**config.mk**
```make
export PLATFORM = sky130hd
export DESIGN_NAME = softmax_row_sequencer
export DESIGN_NICKNAME = d
export VERILOG_FILES = /design/src/rtl/softmax_pkg.sv /design/src/rtl/sm_tag_fifo.sv /design/src/rtl/softmax_row_sequencer.sv
export SDC_FILE = /design/constraint.sdc
export NUM_CORES = 1
export LEC_CHECK = 0
export ABC_AREA = 1
export BUFFER_PORTS_ARGS = -buffer_cell sky130_fd_sc_hd__buf_2
export CORE_ASPECT_RATIO = 1.4
export CORE_MARGIN = 1.5
export CORE_UTILIZATION = 50
export DETAILED_ROUTE_END_ITERATION = 8
export GPL_TIMING_DRIVEN = 0
export PLACE_DENSITY_LB_ADDON = 0.3
export RECOVER_POWER = 50
export SYNTH_ARGS = -nofsm -noshare
export SYNTH_HDL_FRONTEND = slang
export SYNTH_HIERARCHICAL = 1
export SYNTH_SLANG_ARGS = --single-unit
```
**constraint.sdc**
```tcl
create_clock -name clk -period 3.75 [get_ports clk]
set_input_delay 0.375 -clock clk [delete_from_list [all_inputs] [get_ports clk]]
set_output_delay 0.375 -clock clk [all_outputs]
set_load 0.01 [all_outputs]
```
**src/rtl/softmax_pkg.sv**
```systemverilog
// Shared definitions for the softmax row sequencer and its tag FIFO.
package softmax_pkg;

    localparam int SM_LATENCY = 10;
    localparam int SM_LANES   = 16;

    typedef enum logic [1:0] {
        IDLE  = 2'd0,
        ISSUE = 2'd1,
        DRAIN = 2'd2,
        DONE  = 2'd3
    } sm_seq_state_t;

endpackage

```
**src/rtl/sm_tag_fifo.sv**
```systemverilog
// Synchronous tag FIFO holding the row index of every row in flight through the processor.
module sm_tag_fifo #(
    parameter int WIDTH = 4,
    parameter int DEPTH = 16
) (
    input  logic             clk,
    input  logic             rst,
    input  logic             push,
    input  logic [WIDTH-1:0] push_data,
    input  logic             pop,
    output logic [WIDTH-1:0] head,
    output logic             full,
    output logic             empty
);
    localparam int PTR_W = (DEPTH > 1) ? $clog2(DEPTH) : 1;
    localparam int CNT_W = $clog2(DEPTH + 1);

    logic [WIDTH-1:0] mem_q [DEPTH];
    logic [WIDTH-1:0] mem_d [DEPTH];
    logic [PTR_W-1:0] wr_ptr_q, wr_ptr_d;
    logic [PTR_W-1:0] rd_ptr_q, rd_ptr_d;
    logic [CNT_W-1:0] count_q, count_d;
    logic             push_ok;
    logic             pop_ok;

    // Explicit wrap so non-power-of-two depths work.
    function automatic logic [PTR_W-1:0] ptr_inc(input logic [PTR_W-1:0] p);
        return (p == PTR_W'(DEPTH - 1)) ? '0 : p + PTR_W'(1);
    endfunction

    assign full    = (count_q == CNT_W'(DEPTH));
    assign empty   = (count_q == '0);
    assign push_ok = push && !full;
    assign pop_ok  = pop && !empty;
    assign head    = mem_q[rd_ptr_q];

    always_comb begin
        mem_d    = mem_q;
        wr_ptr_d = wr_ptr_q;
        rd_ptr_d = rd_ptr_q;
        count_d  = count_q;
        if (push_ok) begin
            mem_d[wr_ptr_q] = push_data;
            wr_ptr_d        = ptr_inc(wr_ptr_q);
        end
        if (pop_ok) begin
            rd_ptr_d = ptr_inc(rd_ptr_q);
        end
        if (push_ok && !pop_ok) begin
            count_d = count_q + CNT_W'(1);
        end else if (pop_ok && !push_ok) begin
            count_d = count_q - CNT_W'(1);
        end
    end

    always_ff @(posedge clk or posedge rst) begin
        if (rst) begin
            mem_q    <= '{default: '0};
            wr_ptr_q <= '0;
            rd_ptr_q <= '0;
            count_q  <= '0;
        end else begin
            mem_q    <= mem_d;
            wr_ptr_q <= wr_ptr_d;
            rd_ptr_q <= rd_ptr_d;
            count_q  <= count_d;
        end
    end

endmodule

```
**src/rtl/softmax_row_sequencer.sv**
```systemverilog
// Streams tile rows from the score buffer into the softmax processor and steers
// the processor results back to the result buffer by row index.
//
// state | meaning
// IDLE  | waiting for start
// ISSUE | reading rows into the processor, one per unstalled cycle
// DRAIN | all rows issued, waiting for the last result
// DONE  | one-cycle completion pulse
module softmax_row_sequencer
    import softmax_pkg::*;
#(
    parameter int ROWS       = 16,
    parameter int ADDR_W     = 4,
    parameter int RD_LATENCY = 1,
    parameter int FIFO_DEPTH = 16
) (
    input  logic              clk,
    input  logic              rst,
    input  logic              start,
    input  logic [ADDR_W:0]   row_count,
    input  logic              hold,
    output logic              busy,
    output logic              done,
    output logic              src_rd_en,
    output logic [ADDR_W-1:0] src_rd_addr,
    output logic              sm_valid_in,
    input  logic              sm_valid_out,
    output logic              dst_wr_en,
    output logic [ADDR_W-1:0] dst_wr_addr,
    output logic              err_orphan
);
    sm_seq_state_t           state_q, state_d;
    logic [ADDR_W:0]         row_cnt_q, row_cnt_d;
    logic [ADDR_W:0]         issue_cnt_q, issue_cnt_d;
    logic [ADDR_W:0]         retire_cnt_q, retire_cnt_d;
    logic                    rd_en_q, rd_en_d;
    logic [ADDR_W-1:0]       rd_addr_q, rd_addr_d;
    logic                    busy_q, busy_d;
    logic                    done_q, done_d;
    logic                    err_q, err_d;
    logic [RD_LATENCY-1:0]   vin_pipe_q, vin_pipe_d;

    logic                    accept;
    logic [ADDR_W:0]         row_lim;
    logic [ADDR_W:0]         issue_base;
    logic [ADDR_W:0]         issue_next;
    logic                    issue_window;
    logic                    push;
    logic                    pop;
    logic                    orphan;
    logic                    fifo_full;
    logic                    fifo_empty;
    logic [ADDR_W-1:0]       fifo_head;

    sm_tag_fifo #(
        .WIDTH (ADDR_W),
        .DEPTH (FIFO_DEPTH)
    ) u_tag_fifo (
        .clk       (clk),
        .rst       (rst),
        .push      (push),
        .push_data (issue_base[ADDR_W-1:0]),
        .pop       (pop),
        .head      (fifo_head),
        .full      (fifo_full),
        .empty     (fifo_empty)
    );

    assign accept  = (state_q == IDLE) && start;
    assign row_lim = (row_count > (ADDR_W+1)'(ROWS)) ? (ADDR_W+1)'(ROWS) : row_count;
    assign pop     = sm_valid_out && !fifo_empty;
    assign orphan  = sm_valid_out && fifo_empty;

    // The first row is issued from the start cycle so the read lands in cycle 1.
    assign issue_base   = accept ? '0 : issue_cnt_q;
    assign issue_next   = issue_base + (ADDR_W+1)'(1);
    assign issue_window = (accept && (row_lim != '0)) || (state_q == ISSUE);
    assign push         = issue_window && !hold && !fifo_full;

    always_comb begin
        state_d      = state_q;
        row_cnt_d    = row_cnt_q;
        issue_cnt_d  = issue_cnt_q;
        retire_cnt_d = retire_cnt_q + (ADDR_W+1)'(pop);
        err_d        = err_q | orphan;
        rd_en_d      = push;
        rd_addr_d    = push ? issue_base[ADDR_W-1:0] : '0;

        for (int i = 0; i < RD_LATENCY; i++) begin
            vin_pipe_d[i] = (i == 0) ? rd_en_q : vin_pipe_q[(i == 0) ? 0 : i - 1];
        end

        case (state_q)
            IDLE: begin
                if (accept) begin
                    row_cnt_d    = row_lim;
                    err_d        = orphan;
                    retire_cnt_d = '0;
                    issue_cnt_d  = push ? issue_next : '0;
                    if (row_lim == '0) begin
                        state_d = DONE;
                    end else if (push && (issue_next == row_lim)) begin
                        state_d = DRAIN;
                    end else begin
                        state_d = ISSUE;
                    end
                end
            end
            ISSUE: begin
                if (push) begin
                    issue_cnt_d = issue_next;
                    if (issue_next == row_cnt_q) begin
                        state_d = DRAIN;
                    end
                end
            end
            DRAIN: begin
                if (retire_cnt_d >= row_cnt_q) begin
                    state_d = DONE;
                end
            end
            DONE: begin
                state_d = IDLE;
            end
            default: begin
                state_d = IDLE;
            end
        endcase

        busy_d = (state_d != IDLE);
        done_d = (state_d == DONE);
    end

    always_ff @(posedge clk or posedge rst) begin
        if (rst) begin
            state_q      <= IDLE;
            row_cnt_q    <= '0;
            issue_cnt_q  <= '0;
            retire_cnt_q <= '0;
            rd_en_q      <= 1'b0;
            rd_addr_q    <= '0;
            busy_q       <= 1'b0;
            done_q       <= 1'b0;
            err_q        <= 1'b0;
            vin_pipe_q   <= '0;
        end else begin
            state_q      <= state_d;
            row_cnt_q    <= row_cnt_d;
            issue_cnt_q  <= issue_cnt_d;
            retire_cnt_q <= retire_cnt_d;
            rd_en_q      <= rd_en_d;
            rd_addr_q    <= rd_addr_d;
            busy_q       <= busy_d;
            done_q       <= done_d;
            err_q        <= err_d;
            vin_pipe_q   <= vin_pipe_d;
        end
    end

    assign busy        = busy_q;
    assign done        = done_q;
    assign src_rd_en   = rd_en_q;
    assign src_rd_addr = rd_addr_q;
    assign sm_valid_in = vin_pipe_q[RD_LATENCY-1];
    assign dst_wr_en   = pop;
    assign dst_wr_addr = fifo_head;
    assign err_orphan  = err_q;

endmodule
```
==> flow_summary.yaml <==
synthesis:
  syn_inst: 727
  ys_warn_count: 6
  synthesis.area_um2: 5620
  syn_area_per_cell_um2: 7.73
  ys_ff_latch: 103
  syn_nets: 754
  ys_seq_area_frac: 0.459
  ys_types: 38
layout:
  regArea_um2: 2580
  multi_input_area_um2: 2490
  n_fill_cell: 1001
  final_cells: 909
  final_nets: 790
  area_growth_pct: 11.4
  n_antenna_cell: 0
  final_layout_size_suffix_gt1_frac: 0.107
  final_core_utilization: 0.573
detailed_routing:
  vias: 4749
  drc: 0
  dr.pass1.iters: 4
  ant_nets: 0
  routed_wl_mm: 13.0
  via_per_inst: 5.22
  wl_per_cell_um: 14.3
  drtIter0Drc: 326
run:
  cap_viol_max_count: 1
floorplan:
  io_pins: 24
  core_um2: 10900
  dieHeight_um: 128
  die_w_um: 92.6
  fp-row-count: 45
  start_util: 0.514
  die-area_um2: 11900
setup_path:
  crit_slowest_cell: "dfrtp_1"
  rrSetupSlack_ns: 0.37
  path_max_fanout: 10
  start_kind: "register"
  worstSetupEndpointType: "register"
  max_stage_delay_ns: 0.44
  required_ns: 3.99
  critPathArrivalTime_ns: 3.62
  path_cells: "nor2_1 -> nand4_4 -> buf_6 -> inv_1 -> or2_1 -> or2_4 -> nand2_2 -> buf_4 -> nand2_1 -> inv_1 -> ha_1 -> inv_1 -> ha_1 -> or2_2 -> nand3_1 -> nand2_1 -> nand2_1 -> nand2_1"
  cpMostUsedCell: "nand2_1"
  criticalPathCategory: "register to register"
sta:
  rsz0062_at_grt: "false"
  fin_crit_sh: 0.900
  fin_setup_tns_ns: 0
  fmax_mhz: 296
  hold_violations: 0
  drv_slew: 76
  worst_pin_slew_ns: 1.83
  period_minus_slack_ns: 3.38
  finalClockSkew_ns: 0.00981
  setup_ws_ns: 0.374
  max_slew_margin: -0.221
  finalSetupViolations: 0
status:
  outcome: "complete, but fails checks"
  violations: "capacitance limit, slew limit"
placement:
  dp_worst_setup_slack_ns: 0.393
  gp_congestion: 0.920
  dpl.hpwl_mm: 9.42
  dp.cells: 892
  numPortBuffers: 23
cts:
  clock_latency_ns: 0.35
  cts_tree: "done"
  cts_setup_buffers: 0
  cts_hold_buffers: 1
  clockBufferDepth: 2
  cts_made_buffers: 9
  path_clk_slew_ns: 0.07
  cts.sinks: 103
  htree_levels: 3
  cts_root_buf: "clkbuf_16"
  cts_resized: 0
global_route:
  grtUsageTotal: 0.237
  antenna_found_initial: 0
  grt_pass1_wl_mm: 22.2
  grt_max_degree: 76
  grt-ovfl-total: 0
  grt_pass1_vias: 4654
power_and_ir_drop:
  p_per_area_nw_per_um2: 881
  leakage_nw: 3.17
  vdd.ir_drop.worst_v: 0.000374
worst_hold_path:
  hold_path.class: "input port to register"
## final timing paths
path                       cells after the start                                  to                         startpoint
max                                           18   u_tag_fifo/count_q[4]$_DFFE_PP0P_  u_tag_fifo/count_q[0]$_DFFE_PP0P_
min                                            2                err_orphan$_DFF_PP0_                       sm_valid_out
max reg2reg                                   18   u_tag_fifo/count_q[4]$_DFFE_PP0P_  u_tag_fifo/count_q[0]$_DFFE_PP0P_
min reg2reg                                    0               sm_valid_in$_DFF_PP0_                src_rd_en$_DFF_PP0_
max in group asynchronous                      4  u_tag_fifo/rd_ptr_q[1]$_DFFE_PP0P_                                rst
min in group asynchronous                      3  u_tag_fifo/wr_ptr_q[3]$_DFFE_PP0P_                                rst
## cells in the final DEF (no fill, tap or decap), types with 4 or more instances in the layout
| master | n |
|---|---|
| o21ai_0 | 75 |
| nor2_1 | 40 |
| dfrtp_1 | 103 |
| xnor2_1 | 5 |
| a21oi_1 | 4 |
| xor2_1 | 4 |
| o21ai_1 | 4 |
| nand2_2 | 10 |
| nand3_2 | 8 |
| o22ai_1 | 4 |
| nand4_1 | 5 |
| inv_1 | 106 |
| buf_2 | 17 |
| clkbuf_1 | 18 |
| nand3_4 | 4 |
| nand3_1 | 79 |
| clkbuf_16 | 9 |
| nor2_2 | 5 |
| buf_4 | 6 |
| nand2_1 | 214 |
| ha_1 | 16 |
## power breakdown
| part | internal [mW] | switching (mW) | total (mW) |
|---|---|---|---|
| Combinational | 0.899 | 1.68 | 2.58 |
| Clock | 0.662 | 0.435 | 1.10 |
| Sequential | 1.55 | 0.296 | 1.84 |
## worst max-delay path: cells and delay by family, from the launching register on
| family | cells | cell delay (ns) |
|---|---|---|
| AND/OR/NAND/NOR | 11 | 1.59 |
| buffers and inverters | 5 | 0.71 |
| adder cells (fa/ha/maj) | 2 | 0.53 |
| flip-flops | 1 | 0.44 |
## cells by family (layout without fill, tap and decap cells)
| group | Yosys count | count (layout) | synth area share |
|---|---|---|---|
| compound gates | 89 | 89 | 0.0813 |
| fa+ha+maj | 17 | 17 | 0.0392 |
| buf+inv | 133 | 174 | 0.0977 |
| flops | 103 | 103 | 0.459 |
| simple gates | 376 | 376 | 0.309 |
| xor+xnor | 9 | 9 | 0.0140 |
## registers in the layout, summed over array words and instances, names as in the netlist
register / cells
busy: 1
done: 1
err_orphan: 1
issue_cnt_q: 5
retire_cnt_q: 5
row_cnt_q: 5
sm_valid_in: 1
src_rd_addr: 4
src_rd_en: 1
state_q: 2
u_tag_fifo/count_q: 5
u_tag_fifo/mem_q: 64
u_tag_fifo/rd_ptr_q: 4
u_tag_fifo/wr_ptr_q: 4
## metal layers
layer  wire (µm)  vias to the layer above  part of all wire  track usage
li1            -                     2366                 -            -
met1        5390                     2228              0.42        0.282
met2        6660                      122              0.51        0.410
met3         496                       33             0.038       0.0402
met4         437                        0             0.034        0.120
met5           0                        -                 0            0
## cell type report
cell class	instances	share of cell area
flip-flops and latches	103	0.412
clock buffers	9	0.0360
well taps	141	0.0282
repair buffers	25	0.0188
multi-input cells	491	0.397
inverters	112	0.0677
clock inverters	7	0.0204
plain buffers	21	0.0202
## synthesized netlist by cell type, drive strengths merged
cell type / count / area, µm²
nand2: 227 / 902
nand4: 7 / 65.1
fa: 1 / 20.0
o21ai: 79 / 395
o22ai: 4 / 25.0
clkinv: 1 / 3.75
a22o: 1 / 8.76
nand3: 91 / 546
nand3b: 1 / 7.51
clkbuf: 9 / 35.0
nor2: 45 / 184
a21oi: 4 / 20.0
buf: 12 / 91.3
or2: 3 / 21.3
inv: 111 / 419
nor3: 1 / 5.00
nand2b: 1 / 6.26
dfrtp: 103 / 2580
ha: 16 / 200
o21bai: 1 / 7.51
xnor2: 5 / 43.8
xor2: 4 / 35.0
## per-stage QoR
| stage | total power, mW | cell area [µm²] | hold WS, ns |
|---|---|---|---|
| final | 5.52 | 6260 | 0.276 |
| after global placement | 4.33 | 5910 | 0.356 |
| after floorplan | 3.73 | 5620 | 0.415 |
| after detailed placement | 4.43 | 5940 | 0.265 |
| after global routing | 6.00 | 6260 | 0.289 |
| after CTS | 5.55 | 6300 | 0.262 |
Power figures use the tool's default switching activity.
